$ cat src/rtl/avalon_st_channel_filter_buffered.sv
// rtl/avalon_st_channel_filter_buffered.sv - Avalon-ST channel narrowing filter with 2-entry skid buffer
module avalon_st_channel_filter_buffered #(
  parameter int DATA_W      = 8,
  parameter int IN_CHAN_W   = 8,
  parameter int OUT_CHAN_W  = 1,
  parameter int MAX_CHANNEL = 0,
  parameter int DROP_MODE   = 1,
  parameter int CNT_W       = 16
) (
  input  logic                  clk,
  input  logic                  reset_n,
  output logic                  in_ready,
  input  logic                  in_valid,
  input  logic [DATA_W-1:0]     in_data,
  input  logic [IN_CHAN_W-1:0]  in_channel,
  input  logic                  in_startofpacket,
  input  logic                  in_endofpacket,
  input  logic                  out_ready,
  output logic                  out_valid,
  output logic [DATA_W-1:0]     out_data,
  output logic [OUT_CHAN_W-1:0] out_channel,
  output logic                  out_startofpacket,
  output logic                  out_endofpacket,
  output logic [CNT_W-1:0]      drop_count,
  output logic                  protocol_err
);

  if (MAX_CHANNEL >= (2 ** OUT_CHAN_W)) begin : g_max_channel_check
    $error("MAX_CHANNEL does not fit in OUT_CHAN_W bits");
  end

  // Buffer entry layout: {data, channel, sop, eop}
  localparam int ENTRY_W = DATA_W + OUT_CHAN_W + 2;

  localparam logic [1:0] ST_IDLE = 2'd0;
  localparam logic [1:0] ST_PASS = 2'd1;
  localparam logic [1:0] ST_DROP = 2'd2;

  localparam logic [IN_CHAN_W-1:0] MAX_CH = IN_CHAN_W'(MAX_CHANNEL);

  logic [ENTRY_W-1:0] head_q, head_d;
  logic [ENTRY_W-1:0] tail_q, tail_d;
  logic [1:0]         count_q, count_d;
  logic               in_ready_q, in_ready_d;
  logic [1:0]         state_q, state_d;
  logic [CNT_W-1:0]   drop_count_q, drop_count_d;
  logic               protocol_err_q, protocol_err_d;

  logic               accept;
  logic               in_range;
  logic               pop;
  logic               keep;
  logic               drop_inc;
  logic [ENTRY_W-1:0] in_entry;

  assign accept   = in_valid & in_ready_q;
  assign in_range = (in_channel <= MAX_CH);
  assign pop      = (count_q != 2'd0) & out_ready;
  assign in_entry = {in_data, in_channel[OUT_CHAN_W-1:0], in_startofpacket, in_endofpacket};

  // Keep/discard decision for the accepted beat and packet-level state tracking
  always_comb begin
    keep           = 1'b0;
    drop_inc       = 1'b0;
    protocol_err_d = 1'b0;
    state_d        = state_q;
    if (accept) begin
      if (DROP_MODE == 0) begin
        keep     = in_range;
        drop_inc = ~in_range;
      end else if (in_startofpacket) begin
        // A SOP always opens a new packet, even if the previous one never ended
        protocol_err_d = (state_q != ST_IDLE);
        keep           = in_range;
        drop_inc       = ~in_range;
        if (in_endofpacket) begin
          state_d = ST_IDLE;
        end else begin
          state_d = in_range ? ST_PASS : ST_DROP;
        end
      end else begin
        case (state_q)
          ST_PASS: begin
            keep = 1'b1;
            if (in_endofpacket) state_d = ST_IDLE;
          end
          ST_DROP: begin
            if (in_endofpacket) state_d = ST_IDLE;
          end
          default: begin
            // Orphan beat outside any packet: silently discarded
            state_d = ST_IDLE;
          end
        endcase
      end
    end
  end

  // Saturating drop counter
  always_comb begin
    drop_count_d = drop_count_q;
    if (drop_inc && (drop_count_q != {CNT_W{1'b1}})) begin
      drop_count_d = drop_count_q + CNT_W'(1);
    end
  end

  // Two-entry skid buffer; a store never happens when full because in_ready is low then
  always_comb begin
    head_d  = head_q;
    tail_d  = tail_q;
    count_d = count_q;
    case (count_q)
      2'd0: begin
        if (keep) begin
          head_d  = in_entry;
          count_d = 2'd1;
        end
      end
      2'd1: begin
        if (pop && keep) begin
          head_d = in_entry;
        end else if (pop) begin
          count_d = 2'd0;
        end else if (keep) begin
          tail_d  = in_entry;
          count_d = 2'd2;
        end
      end
      default: begin
        if (pop) begin
          head_d  = tail_q;
          count_d = 2'd1;
        end
      end
    endcase
    in_ready_d = (count_d != 2'd2);
  end

  // State registers with synchronous active-low reset
  always_ff @(posedge clk) begin
    if (!reset_n) begin
      head_q         <= '0;
      tail_q         <= '0;
      count_q        <= 2'd0;
      in_ready_q     <= 1'b0;
      state_q        <= ST_IDLE;
      drop_count_q   <= '0;
      protocol_err_q <= 1'b0;
    end else begin
      head_q         <= head_d;
      tail_q         <= tail_d;
      count_q        <= count_d;
      in_ready_q     <= in_ready_d;
      state_q        <= state_d;
      drop_count_q   <= drop_count_d;
      protocol_err_q <= protocol_err_d;
    end
  end

  assign in_ready          = in_ready_q;
  assign out_valid         = (count_q != 2'd0);
  assign out_data          = head_q[ENTRY_W-1 -: DATA_W];
  assign out_channel       = head_q[OUT_CHAN_W+1:2];
  assign out_startofpacket = head_q[1];
  assign out_endofpacket   = head_q[0];
  assign drop_count        = drop_count_q;
  assign protocol_err      = protocol_err_q;

endmodule
$ cat config.mk
export PLATFORM = sky130hd
export DESIGN_NAME = avalon_st_channel_filter_buffered
export DESIGN_NICKNAME = d
export VERILOG_FILES = /design/src/rtl/avalon_st_channel_filter_buffered.sv
export SDC_FILE = /design/constraint.sdc
export NUM_CORES = 1
export LEC_CHECK = 0
export BUFFER_PORTS_ARGS = -buffer_cell sky130_fd_sc_hd__buf_2
export CAP_MARGIN = 15
export CORE_AREA = 5 5 73 75
export DETAILED_ROUTE_END_ITERATION = 10
export DIE_AREA = 0 0 78 80
export GPL_ROUTABILITY_DRIVEN = 0
export PLACE_DENSITY = 0.74
export SLEW_MARGIN = 20
export SYNTH_ARGS = -nofsm -noshare
export SYNTH_HDL_FRONTEND = slang
export SYNTH_SLANG_ARGS = --single-unit
$ cat constraint.sdc
create_clock -name clk -period 2 [get_ports clk]
set_input_delay 0.2 -clock clk [delete_from_list [all_inputs] [get_ports clk]]
set_output_delay 0.2 -clock clk [all_outputs]
set_load 0.005 [all_outputs]
Word level (Yosys, flattened, before mapping)
Cells that the tools add are included.
{"block": "classes", "order_cmp": 1, "mux": 20, "n_addsub": 1, "n_eq_ne": 8, "reduce_logical": 11, "bitwise_logic": 5}
{"op": "2-to-1 mux 11 bit", "n": 3}
{"op": "case mux 11 bit (2 select lines)", "n": 1}
{"op": "2-to-1 mux 2 bit", "n": 10}
{"op": "adder 16 x 1 -> 16 bit (second input constant)", "n": 1}
{"op": "inequality test 16 bit (second input constant)", "n": 1}
{"op": "less-or-equal comparator 8 x 1 -> 1 bit (second input constant)", "n": 1}
{"op": "inequality test 2 bit (second input constant)", "n": 3}
{"op": "AND reduction 3 bit", "n": 2}
{"op": "2-to-1 mux 1 bit", "n": 5}
{"op": "equality test 2 x 1 -> 1 bit (second input constant)", "n": 2}
{"op": "case mux 2 bit (2 select lines)", "n": 1}
{"op": "AND reduction 4 bit", "n": 1}
{"op": "nonzero test 2 bit", "n": 2}
{"op": "inequality test 3 x 1 -> 1 bit (second input constant)", "n": 1}
{"op": "NOT 1 bit", "n": 3}
{"op": "nonzero test 3 bit", "n": 1}
{"op": "bitwise AND 1 bit", "n": 2}
{"op": "equality test 2 bit (second input constant)", "n": 1}
{"op": "logical AND 1 bit", "n": 2}
{"op": "logical NOT 2 bit", "n": 1}
{"op": "AND reduction 2 bit", "n": 1}
{"op": "OR reduction 2 bit", "n": 1}
{"block": "totals", "output_inout_bits": 30, "register_bits": 44}

Longest topological paths before layout
Gate-level depths: netlist (run 1).
{"block": "depth", "depth_word": 9, "ltp_mapped": 7, "ltp_nobuf": 6}

Least setup slack after synthesis (run 1)
No wires, ideal clock.
{"block": "synth_path", "path_type": "register to register", "from": "register drop_count_q[0] (netlist: drop_count[0])", "to": "register drop_count_q[6] (netlist: drop_count[6])", "setup_ps": 115, "path_slack_ps": 261, "stages_incl_launch_ff": 7, "path_buffers": 1, "arrival_ps": 1624, "required_ps": 1885, "path_cell_list": "dfxtp_1 ha_1 nand4_2 nor4_4 buf_4 nor4_1 o21a_1"}
{"block": "synth_via", "elab_chain_len": 2}
{"item": "from (decl)", "line_no": "46", "source": "logic [CNT_W-1:0] drop_count_q, drop_count_d;"}
{"item": "from (signal assigned)", "line_no": "155", "source": "drop_count_q <= drop_count_d;"}
{"item": "branches (longest 2 deep; another with adder 16 x 1 -> 16 bit)"}
Several ways; the timed one is not identified.
A chain may end at the register's enable or synchronous reset.

Worst setup path after layout (run 1)
{"block": "layout_path", "from": "register drop_count_q[0] (netlist: drop_count[0])", "to": "register drop_count_q[2] (netlist: drop_count[2])"}
Same word-level chain as after synthesis.

==> run metrics, run 1 <==
TritonCTS buffer count 5; Placed Cells 361; result of the run complete, no violations; Hold Vio Cnt, Final 0; path type of the worst min-delay path input pin to flip-flop; critical register-to-register path endpoint drop_count[2]$_SDFFE_PN0P_; number of instances resized during post-cts repair 0; worst clock skew on the final layout 0.007298 ns; vias after detailed routing 2132; required time at the worst-slack endpoint 2.23 ns; Sink Count 44; die outline width 78 µm; final setup fails 0; clock root buffer clkbuf_8; top-level port count between 50 and 60; number of cells on the worst reg-to-reg path 5; Synth area leaders dfxtp_1, mux2i_1, a21oi_1, o221a_1, nand2_1; slew at the pin with the worst max-slew slack roughly 0.80 ns; number of global-route vias before repair 1955; Mean Syn Cell Area 8.846 µm²; count of port buffers added during placement 51; Register-to-Register Setup Slack 0.16 ns; final-stage net count roughly 340; startpoint of the worst hold path in_data[0]; leakage power between 1 and 1.5 nW; area of the placeable core between 4000 and 5000 µm²; Site Rows 25; # fillers 404; FF-to-FF Start drop_count[0]$_SDFFE_PN0P_; count of synthesis-stage warnings from yosys 0; final wirelength 5475 µm; number of standard cells after synthesis roughly 260; unrepaired setup endpoints after global routing false; count of pins over their slew limit 0; share of the clock period used by the worst path after layout 92.24%; Tmin final 1.845 ns; Synth cell types 44; aggregate global routing overflow 0; most used standard cell by instance count after synthesis dfxtp_1; worst path arrival time 2.07 ns; number of routed nets with antenna violations 0; antenna violations before repair 0; H-tree levels 2; 1st-iter DRT viols 85; router iterations before antenna repair 4; maximum fanout along the worst path 7; critical path type flip-flop to flip-flop; Total Neg Setup Slack 0 ns; count of non-filler cells in the finished layout 369; number of flops mapped to enable cells by yosys 0; overall die height 80 µm; power per cell area 634.8 nW/µm²; area growth from synthesis to layout 22.04%; antenna diode count 0; Critical Path Start Type flip-flop; maximum achievable frequency 542.1 MHz; pin count of the biggest net entering global routing 29; fraction of final layout cells sized beyond drive strength 1 27.94%; post-CTS setup buffers 0; top cell types by occurrence after synthesis dfxtp_1, nand2_1, a21oi_1, nand3_1, mux2i_1; sort of element at the end of the critical path flip-flop; Reg clk slew, reported paths 0.09 ns; top cell type's share of synthesized area 38.90%; number of nets in the synthesized netlist about 280; worst-skew pair later-pin latency roughly 0.29 ns; area enclosed by the die boundary 6240 µm²; initial core utilization 49.25%; wire length per cell 14.84 µm; total standard cell area after synthesis 2265 µm²; global-route wire length before repair 9170 µm; number of cells traversed by the worst hold path 3; HPWL after DPL 3943 µm; post-detailed-route via-to-cell ratio 5.778; commonest register cell after synthesis dfxtp_1; number of hold-repair buffers added at the cts stage 0; number of register bits inferred by synthesis 44; endpoint with the worst hold slack tail_q[3]$_SDFFE_PN0P_; share of synthesized area occupied by flip-flops and latches 38.90%; VDD IR max 0.0005302 V; fraction of synthesis flops using an asynchronous set or reset pin 0%; number of remaining DRC errors 0; clock buffer depth 2; CTS tree yes; Slew HR 46.66%; max-capacitance violation count 0; cell taking the most area after synthesis dfxtp_1; aggregate global-route resource usage 17.97%
==> flip-flops by register name (all words and copies together) (netlist names) <==
register / flops
drop_count: 16
in_ready: 1
head_q: 11
protocol_err: 1
count_q: 2
tail_q: 11
state_q: 2
==> worst max-delay path by stage <==
stage,startpoint,endpoint,slack (ns),cells past startpoint
3_5_place_dp,drop_count[0]$_SDFFE_PN0P_,drop_count[2]$_SDFFE_PN0P_,0.13,5
4_1_cts,drop_count[0]$_SDFFE_PN0P_,drop_count[2]$_SDFFE_PN0P_,0.10,5
2_1_floorplan,drop_count[0]$_SDFFE_PN0P_,drop_count[6]$_SDFFE_PN0P_,0.26,6
5_1_grt,drop_count[0]$_SDFFE_PN0P_,drop_count[2]$_SDFFE_PN0P_,0.05,5
3_3_place_gp,in_channel[0],head_q[9]$_SDFFE_PN0P_,0.15,6
6_report,drop_count[0]$_SDFFE_PN0P_,drop_count[2]$_SDFFE_PN0P_,0.16,5
==> layout make-up <==
cell class                 instances  area (µm²)  share of cell area [%]
multi-input combinational        187        1281                   46.36
clock buffer                       6       82.58                   2.988
tap                               54       67.56                   2.445
clock inverter                     2       38.79                   1.403
inverter                           8       30.03                   1.086
sequential                        44       880.8                   31.87
timing repair buffer              68       382.9                   13.85
==> critical path, cell delays in order, from the launching register on <==
cell	delay [ns]
dfxtp_1	0.39
ha_1	0.27
nand4_4	0.19
or4_1	0.61
nand3_1	0.13
mux2i_1	0.19
==> cells in the final DEF, fill, tap and decap left out, types with 3 or more instances in the layout <==
cell type  Yosys  final
nand2b_1       8      8
buf_4          2     17
clkbuf_8       0      6
o31ai_1        4      4
o221a_1       10     10
o21ai_0       15     15
inv_1          8      8
ha_1           3      3
dfxtp_1       44     44
mux2i_1       18     18
nand3_1       20     20
nand2_1       27     27
or3_1          3      3
or4_1          5      5
buf_2          6     51
nor2_1         5      5
nor4_1        11     11
a21oi_1       23     23
==> report_power, final <==
| group | leakage [nW] | internal, W | switching, W |
|---|---|---|---|
| clock network | 0.0614 | 0.000409 | 0.000313 |
| logic | 0.743 | 0.0000607 | 0.0000783 |
| registers | 0.356 | 0.000886 | 0.00000736 |
==> per-layer routing <==
| layer | wire, µm | track usage (%) | vias up |
|---|---|---|---|
| li1 | - | - | 1070 |
| met1 | 2381 | 22.34 | 1007 |
| met3 | 343 | 5.418 | 6 |
| met5 | 0 | 0 | - |
| met4 | 53 | 5.912 | 0 |
| met2 | 2696 | 29.55 | 49 |
==> logic make-up (layout without fill, tap and decap cells) <==
family,count (synthesis),after routing,synth area share (%)
flops,44,44,38.89
fa+ha+maj,3,3,1.658
simple gates,99,99,25.86
mux,18,18,7.956
buf+inv,25,84,5.138
compound gates,67,67,20.50
==> through the flow <==
step	hold slack [ns]	instance area (µm²)	power [W]	worst slack, ns	utilization (%)
final	0.1571	2764	0.001754	0.1552	60.11
after global routing	0.1539	2764	0.001824	0.04707	60.11
after CTS	0.1478	2750	0.001773	0.1002	59.81
after detailed placement	0.4470	2629	0.001054	0.1281	57.17
after global placement	0.4404	2629	0.001052	0.1514	57.17
after floorplan	0.3238	2265	0.0009880	0.2611	-
No activity file was read; power rests on OpenSTA's default activity.
==> inputs of run 2 (changes only) <==
--- a/config.mk
+++ b/config.mk
@@ -7,9 +7,10 @@
 export LEC_CHECK = 0
 export BUFFER_PORTS_ARGS = -buffer_cell sky130_fd_sc_hd__buf_2
 export CAP_MARGIN = 15
-export CORE_AREA = 5 5 73 75
+export CORE_AREA = 2 2 70 72
+export CTS_BUF_LIST = sky130_fd_sc_hd__clkbuf_4
 export DETAILED_ROUTE_END_ITERATION = 10
-export DIE_AREA = 0 0 78 80
+export DIE_AREA = 0 0 72 74
 export GPL_ROUTABILITY_DRIVEN = 0
 export PLACE_DENSITY = 0.74
 export SLEW_MARGIN = 20
==> constraint.sdc (replaced) <==
create_clock -name clk -period 1.92 [get_ports clk]
set_input_delay 0.192 -clock clk [delete_from_list [all_inputs] [get_ports clk]]
set_output_delay 0.192 -clock clk [all_outputs]
set_load 0.005 [all_outputs]
==> run 2 against run 1 <==
Effect of this change:
- worst setup slack lost 0.050 ns
- clock power shrank 40%
- clock skew is essentially flat
- sequential share of layout area grew 0.65 points
- core utilization shrank 1.2 points
- cell area shrank 2.0%
- power shrank 14%
- global-route usage grew 2.6 points
- sequential cell count is the same
- critical path depth is the same
- hold slack lost 0.070 ns
==> run metrics, run 2 (synthesized netlist as in run 1, its figures left out) <==
Area after DPL 2636 µm² (+0.29%); result of the run complete, no violations; worst clock skew on the final layout 0.006919 ns (-0.0003786 ns); power per cell area 558.5 nW/µm² (-12%); CTS tree yes; Sink Count 44 (unchanged); number of cells traversed by the worst hold path 3 (unchanged); wire length per cell 14.70 µm (-0.89%); # fillers 431 (+6.7%); Site Rows 25 (unchanged); router iterations before antenna repair 4 (unchanged); path type of the worst min-delay path input pin to flip-flop; startpoint of the worst hold path in_data[3]; max-capacitance violation count 0 (unchanged); maximum achievable frequency 551.0 MHz (+1.6%); VDD IR max 0.0003259 V (-39%); number of cells on the worst reg-to-reg path 5 (unchanged); number of remaining DRC errors 0 (unchanged); aggregate global routing overflow 0 (unchanged); fraction of final layout cells sized beyond drive strength 1 28.89% (+0.95 points); endpoint with the worst hold slack tail_q[6]$_SDFFE_PN0P_; Largest register FFs 16 (unchanged); top-level port count 52 (unchanged); vias after detailed routing 2134 (+0.094%); Reg clk slew, reported paths 0.13 ns (+0.04 ns); FF-to-FF Start drop_count[0]$_SDFFE_PN0P_; global-route wire length before repair 8659 µm (-5.6%); post-CTS setup buffers 0 (unchanged); Layout Cell Area excl Fill 2709 µm² (-2.0%); Total Neg Setup Slack 0 ns (unchanged); H-tree levels 2 (unchanged); maximum fanout along the worst path 7 (unchanged); final wirelength 5426 µm (-0.89%); aggregate global-route resource usage 20.54% (+2.6 points); count of non-filler cells in the finished layout 369 (unchanged); critical path type flip-flop to flip-flop; count of port buffers added during placement 51 (unchanged); TritonCTS buffer count 5 (unchanged); antenna diode count 0 (unchanged); area growth from synthesis to layout 19.61%; Critical Path Start Type flip-flop; Hold Vio Cnt, Final 0 (unchanged); pin count of the biggest net entering global routing 29 (unchanged); 1st-iter DRT viols 129 (+52%); Tmin final 1.815 ns (-0.02978 ns); sort of element at the end of the critical path flip-flop; slew at the pin with the worst max-slew slack 0.7197 ns (-0.07738 ns); Placed Cells 362 (+0.28%); worst-skew pair later-pin latency 0.35 ns (+0.06 ns); initial core utilization 49.25% (unchanged); number of global-route vias before repair 1918 (-1.9%); critical register-to-register path endpoint drop_count[12]$_SDFFE_PN0P_; Slew HR 51.41% (+4.7 points); required time at the worst-slack endpoint 2.21 ns (-0.02 ns); share of the clock period used by the worst path after layout 94.53% (+2.3 points); final setup fails 0 (unchanged); worst path arrival time 2.10 ns (+0.03 ns); count of pins over their slew limit 0 (unchanged); number of routed nets with antenna violations 0 (unchanged); area of the placeable core 4598 µm² (unchanged); antenna violations before repair 0 (unchanged); post-detailed-route via-to-cell ratio 5.783 (about the same); most frequent cells in the layout buf_2, dfxtp_1, nand2_1; Register-to-Register Setup Slack 0.11 ns (-0.05 ns); overall die height 74 µm (-7.5%); die outline width 72 µm (-7.7%); leading cell type in the layout, fill and taps excluded buf_2; final-stage net count 340 (+0.29%); area enclosed by the die boundary 5328 µm² (-15%); HPWL after DPL 3864 µm (-2.0%); clock root buffer clkbuf_4; leakage power 1.130 nW (-2.6%); clock buffer depth 2 (unchanged)
run 2: cell type report:
class	instances	area [µm²]	area share [%]
tap	54	67.56	2.494
timing repair buffer	69	390.4	14.41
clock inverter	2	12.51	0.4619
inverter	8	30.03	1.109
multi-input combinational	187	1290	47.62
clock buffer	5	37.54	1.386
sequential	44	880.8	32.52
run 2: worst max path at each step:
stage,start,endpoint,slack (ns)
floorplan,drop_count[0]$_SDFFE_PN0P_,drop_count[6]$_SDFFE_PN0P_,0.18
CTS,drop_count[0]$_SDFFE_PN0P_,drop_count[2]$_SDFFE_PN0P_,0.02
global route,state_q[1]$_SDFFE_PN0P_,tail_q[9]$_SDFFE_PN0P_,-0.003
finish,drop_count[0]$_SDFFE_PN0P_,drop_count[12]$_SDFFE_PN0P_,0.11
global placement,state_q[1]$_SDFFE_PN0P_,head_q[8]$_SDFFE_PN0P_,0.07
detailed placement,state_q[1]$_SDFFE_PN0P_,head_q[8]$_SDFFE_PN0P_,0.01
run 2: layer usage:
layer | part of all wire, % | wire, µm | GRT usage, %
met5 | 0 | 0 | 0
met4 | 0.66 | 36 | 6.499
met3 | 5.0 | 269 | 4.336
met2 | 51 | 2771 | 36.73
met1 | 43 | 2349 | 24.87
run 2: power by group:
group	internal, W	switching [W]
sequential	0.000924	0.00000674
clock	0.000134	0.000297
combinational	0.0000648	0.0000857
run 2: metrics by stage:
step / worst slack, ns / total power [W] / util (%) / hold WS (ns)
floorplan: 0.1811 / 0.001029 / - / 0.3158
global placement: 0.07256 / 0.001097 / 57.33 / 0.4432
detailed placement: 0.01428 / 0.001101 / 57.33 / 0.4493
CTS: 0.02407 / 0.001529 / 58.50 / 0.06540
global route: -0.002863 / 0.001580 / 58.91 / 0.06396
finish: 0.1050 / 0.001513 / 58.91 / 0.08712
run 2: repair_timing:
| action | CTS | global route |
|---|---|---|
| endpoints found under the setup margin | 1 | 15 |
| hold endpoints to repair | 0 | 0 |
| hold buffers | 0 | 0 |
| resized for setup | 1 | 4 |
run 2: worst max-delay path: stages (launching register included):
cell     delay (ns)
dfxtp_1        0.41
ha_2           0.26
nand4_4        0.17
or4_1          0.59
nand3_1        0.13
mux2i_1        0.18
